--- src/rtl/regfile_wb_arbiter.sv ---
// Round-robin arbiter sharing the register-file write port between an ALU (A) and a load unit (B).
// The winning write is registered one cycle before it reaches the register file.
module regfile_wb_arbiter #(
   parameter int DW      = 32,
   parameter int AW      = 5,
   parameter int ZERO_RO = 1,
   parameter int CNT_W   = 16
) (
   input  logic             Clk,
   input  logic             Rst,
   input  logic             ValidA,
   input  logic [AW-1:0]    AddrA,
   input  logic [DW-1:0]    DataA,
   output logic             ReadyA,
   input  logic             ValidB,
   input  logic [AW-1:0]    AddrB,
   input  logic [DW-1:0]    DataB,
   output logic             ReadyB,
   output logic             WriteEn,
   output logic [AW-1:0]    WriteAddr,
   output logic [DW-1:0]    In,
   output logic [CNT_W-1:0] ConflictCnt
);

   // Handshake: a source holds Valid/Addr/Data stable until it sees Ready in the same
   // cycle; Valid & Ready on a rising edge is one accepted write. Ready is 0 during Rst.

   localparam logic [CNT_W-1:0] CNT_ONE = {{(CNT_W-1){1'b0}}, 1'b1};
   localparam logic [CNT_W-1:0] CNT_MAX = {CNT_W{1'b1}};

   logic             last_gnt_q, last_gnt_d;   // 0 = A won last, 1 = B won last
   logic             write_en_q, write_en_d;
   logic [AW-1:0]    write_addr_q, write_addr_d;
   logic [DW-1:0]    in_q, in_d;
   logic [CNT_W-1:0] conflict_cnt_q, conflict_cnt_d;
   logic             grant_a, grant_b;

   always_comb begin
      grant_a = 1'b0;
      grant_b = 1'b0;
      if (!Rst) begin
         // On a tie the source that did not win last time is served.
         if (ValidA && ValidB) begin
            if (last_gnt_q) grant_a = 1'b1;
            else            grant_b = 1'b1;
         end else if (ValidA) begin
            grant_a = 1'b1;
         end else if (ValidB) begin
            grant_b = 1'b1;
         end
      end
   end

   always_comb begin
      last_gnt_d     = last_gnt_q;
      write_en_d     = 1'b0;
      write_addr_d   = write_addr_q;
      in_d           = in_q;
      conflict_cnt_d = conflict_cnt_q;
      if (grant_a) begin
         last_gnt_d   = 1'b0;
         write_addr_d = AddrA;
         in_d         = DataA;
         write_en_d   = !((ZERO_RO != 0) && (AddrA == '0));
      end else if (grant_b) begin
         last_gnt_d   = 1'b1;
         write_addr_d = AddrB;
         in_d         = DataB;
         write_en_d   = !((ZERO_RO != 0) && (AddrB == '0));
      end
      if (ValidA && ValidB && (conflict_cnt_q != CNT_MAX))
         conflict_cnt_d = conflict_cnt_q + CNT_ONE;
   end

   always_ff @(posedge Clk) begin
      if (Rst) begin
         last_gnt_q     <= 1'b1;
         write_en_q     <= 1'b0;
         write_addr_q   <= '0;
         in_q           <= '0;
         conflict_cnt_q <= '0;
      end else begin
         last_gnt_q     <= last_gnt_d;
         write_en_q     <= write_en_d;
         write_addr_q   <= write_addr_d;
         in_q           <= in_d;
         conflict_cnt_q <= conflict_cnt_d;
      end
   end

   assign ReadyA      = grant_a;
   assign ReadyB      = grant_b;
   assign WriteEn     = write_en_q;
   assign WriteAddr   = write_addr_q;
   assign In          = in_q;
   assign ConflictCnt = conflict_cnt_q;

endmodule

--- config.mk ---
export PLATFORM = sky130hd
export DESIGN_NAME = regfile_wb_arbiter
export DESIGN_NICKNAME = d
export VERILOG_FILES = /design/src/rtl/regfile_wb_arbiter.sv
export SDC_FILE = /design/constraint.sdc
export NUM_CORES = 1
export LEC_CHECK = 0
export BUFFER_PORTS_ARGS = -buffer_cell sky130_fd_sc_hd__buf_4
export CAP_MARGIN = 40
export CORE_MARGIN = 1.5
export CORE_UTILIZATION = 45
export CTS_CLUSTER_SIZE = 10
export DETAILED_ROUTE_END_ITERATION = 7
export PLACE_DENSITY = 0.9
export SYNTH_ARGS = -nofsm -noshare
export SYNTH_HDL_FRONTEND = slang
export SYNTH_SLANG_ARGS = --single-unit
--- constraint.sdc ---
create_clock -name Clk -period 2.2 [get_ports Clk]
set_clock_uncertainty 0.2 [all_clocks]
set_input_delay 0.11 -clock Clk [delete_from_list [all_inputs] [get_ports Clk]]
set_output_delay 0.11 -clock Clk [all_outputs]
set_load 0.01 [all_outputs]
==> impl_summary.txt <==
----------------------------------------------------
[Global route]
  Largest net degree at the start of global routing ... 57
  Antenna violations before repair ... 1
  Number of global-route vias before repair ... 3,691
  Wire length of the first global-routing pass ... about 18,000 um
  Overall fraction of global-route tracks in use ... 38.99%
  Remaining global-route overflow ... 0

[Finish]
  Final nets ... 601
  Area added between synthesis and finish ... 80.03%
  Share of post-route cells with drive strength above 1 ... 31.17%
  # fillers ... ~260

[Routing]
  Number of vias per cell ... 6.098
  First drt pass iteration count ... 8
  Wirelength, routed ... between 10,000 and 15,000 um
  Post-detailed-route wirelength per cell ... 20.37 um
  Violation count after the first detailed-routing iteration ... 375
  Total via count in the routed design ... about 3,600
  Post-detailed-route count of antenna-violating nets ... 0
  # DRC ... 0

[Floorplan]
  Core region area ... between 5000 and 6000 um2
  Std-Cell Rows ... 26
  Initial core utilization ... 47.79%
  X dimension of the die ... 77.35 um
  I/O Pins ... between 100 and 150
  Die span in y ... 77.35 um
  Die footprint ... 5982 um2

[Critical path]
  Source of the critical timing path ... last_gnt_q$_SDFFE_PP1P_
  Register-to-Register Path Depth ... 5
  Arrival time at the worst endpoint ... between 2 and 2.5 ns
  Register-to-register setup slack ... 0.03 ns
  Endpoint of the worst-slack reg-to-reg timing path ... In[11]$_SDFFE_PP0P_
  Maximum fanout count along the critical path ... 15
  Setup crit end kind ... register
  Capture point of the critical path ... In[11]$_SDFFE_PP0P_
  Startpoint of the worst-slack reg-to-reg timing path ... last_gnt_q$_SDFFE_PP1P_
  Startpoint type of the worst setup path ... register
  Critical setup path kind ... register to register
  Endpoint required time on the critical path ... 2.20 ns

[Timing]
  RSZ-0062 raised after global routing ... false
  Final hold viol count ... 0
  Final-layout setup total negative slack ... 0 ns
  Period utilisation layout ... between 90% and 100%
  Fmax ... 461.1 MHz
  Max Transition Viols Final ... 0
  Relative slew slack ... roughly three fifths
  Final setup fails ... 0
  Min Clock Period, post-route ... roughly 2.2 ns
  Actual slew at the worst max-slew pin ... about 0.58 ns
  Final Worst Setup Slack ... 0.03117 ns

[Synthesis]
  Ranking of synthesized cells by instance count ... 77 x nand2_1, 55 x dfxtp_1, 43 x nor2_1, 33 x a311oi_1, 17 x clkbuf_1
  Leading area contributor after synthesis ... dfxtp_1
  Number of library cell types mapped by synthesis ... 37
  Area share of the leading cell type in the synthesized netlist ... between 40% and 50%
  Post-synth net total ... 393
  Synthesized instance count ... between 300 and 400
  Mapped cell area ... between 2000 and 2500 um2
  Number of enable flip-flop cells after synthesis ... 0
  Mean cell area of the mapped netlist ... 7.922 um2
  Main synth FF type ... dfxtp_1
  Proportion of synthesized flip-flops having asynchronous set or reset ... 0%
  Leading post-synthesis cells by cell area ... dfxtp_1 44%, a311oi_1 12%, nand2_1 12%
  Sequential area share after synthesis ... 44.27%
  Most frequent cell after synthesis ... nand2_1
  Number of synthesized register bits ... 55
  Total number of yosys warnings ... 0

[CTS]
  Master cell of the clock root buffer ... clkbuf_8
  Number of post-CTS setup repair buffers ... 0
  Worst-case clock buffer depth ... 2
  CTS tree ... yes
  Insertion delay of the later-clocked pin in the worst-skew pair ... 0.31 ns
  Total CTS buffers ... 5
  Clock transition at path regs ... 0.10 ns
  Num Clock Sinks ... 55
  H-Tree Level Count ... 2

[Power and ir drop]
  Power per unit of standard cell area ... 521.3 nW/um2
  Standby leakage power ... 1.964 nW
  Peak supply drop ... 0.0002930 V

[Run]
  # Max-Cap Violations ... 0

[Worst hold path]
  HP Class ... input pin to register

[Placement]
  Count of buffers inserted at the top-level ports ... about 130
  Final HPWL from detailed placement ... 5623 um
  Placer Congestion ... 0.8581
  Minimum setup slack after placement ... ~0.2 ns

[Outcome]
  Outcome ... complete, no violations

----------------------------------------------------
how the worst min path moves through the flow:
stage,start,endpoint,slack (ns),cells after the start
finish,ValidA,In[8]$_SDFFE_PP0P_,0.03,4
global route,ValidA,In[8]$_SDFFE_PP0P_,0.04,4
CTS,ValidA,In[8]$_SDFFE_PP0P_,0.01,4
detailed placement,AddrB[3],WriteAddr[3]$_SDFFE_PP0P_,0.19,3
global placement,AddrB[3],WriteAddr[3]$_SDFFE_PP0P_,0.18,3
floorplan,DataA[8],In[8]$_SDFFE_PP0P_,0.07,2
report_power, final:
group	switching (mW)	internal (mW)
sequential	0.0507	1.06
combinational	0.280	0.318
clock	0.339	0.289
cells by family (layout without fill, tap and decap cells):
logic type      after synthesis  after routing  share of synthesized area [%]
flops                        55             55                          44.27
compound gates               69             69                          20.83
mux                           1              1                         0.4024
xor+xnor                      2              2                         0.7044
fa+ha+maj                     1              1                         0.5029
simple gates                160            160                          29.28
buf+inv                      26            235                          4.024
other cells                   0              1                              0
worst max-delay path, stage by stage (launching register included):
cell,delay [ns]
dfxtp_1,0.43
nor2b_1,0.11
or3_4,0.45
nor2_1,0.19
a311oi_1,0.09
dlygate4sd3_1,0.60
cells in the final DEF (no fill, tap or decap), types with 3 or more instances in the layout:
cell type and instances:
or4_1 9, a311oi_1 33, buf_4 146, nor3_1 3
nand3_1 7, dlygate4sd3_1 75, nor2_1 43, nand4_1 3
inv_1 5, dfxtp_1 54, o31ai_1 7, nand2_1 77
a22oi_1 3, or3_1 4, a21oi_1 15, o21ai_0 5
clkbuf_8 7
per-stage QoR:
step	util, %	power, mW	cell area, um2	hold slack, ns	instances
finish	86.03	2.335	4478	0.03195	594
global route	86.03	2.395	4478	0.03941	594
CTS	85.72	2.236	4462	0.01001	593
detailed placement	69.38	1.543	3611	0.1879	510
global placement	69.38	1.531	3611	0.1767	510
floorplan	-	1.289	2487	0.06896	314
sequential cells by signal, indices dropped and copies added (netlist names):
register / cells
ConflictCnt: 16
In: 32
WriteAddr: 5
WriteEn: 1
last_gnt_q: 1
final cells by class:
class | instances | area [um2] | share of cell area (%)
clock buffer | 8 | 100.1 | 2.235
multi-input combinational | 233 | 1300 | 29.03
timing repair buffer | 222 | 1867 | 41.69
tap | 70 | 87.58 | 1.956
inverter | 5 | 18.77 | 0.4191
sequential | 55 | 1102 | 24.62
antenna | 1 | 2.502 | 0.05588
layer usage:
metal	wire length [um]	up-vias	track usage, %
met2	5692	320	66.75
met4	749	0	23.64
met3	1324	81	10.94
met5	0	-	0
met1	4334	1661	42.60
li1	-	1560	-
what timing repair did:
item	in CTS	in global routing
endpoints found under the hold margin	39	0
hold buffers	75	0
resized for setup	0	3
endpoints found under the setup margin	0	9
No activity file was read; power rests on OpenSTA's default activity.
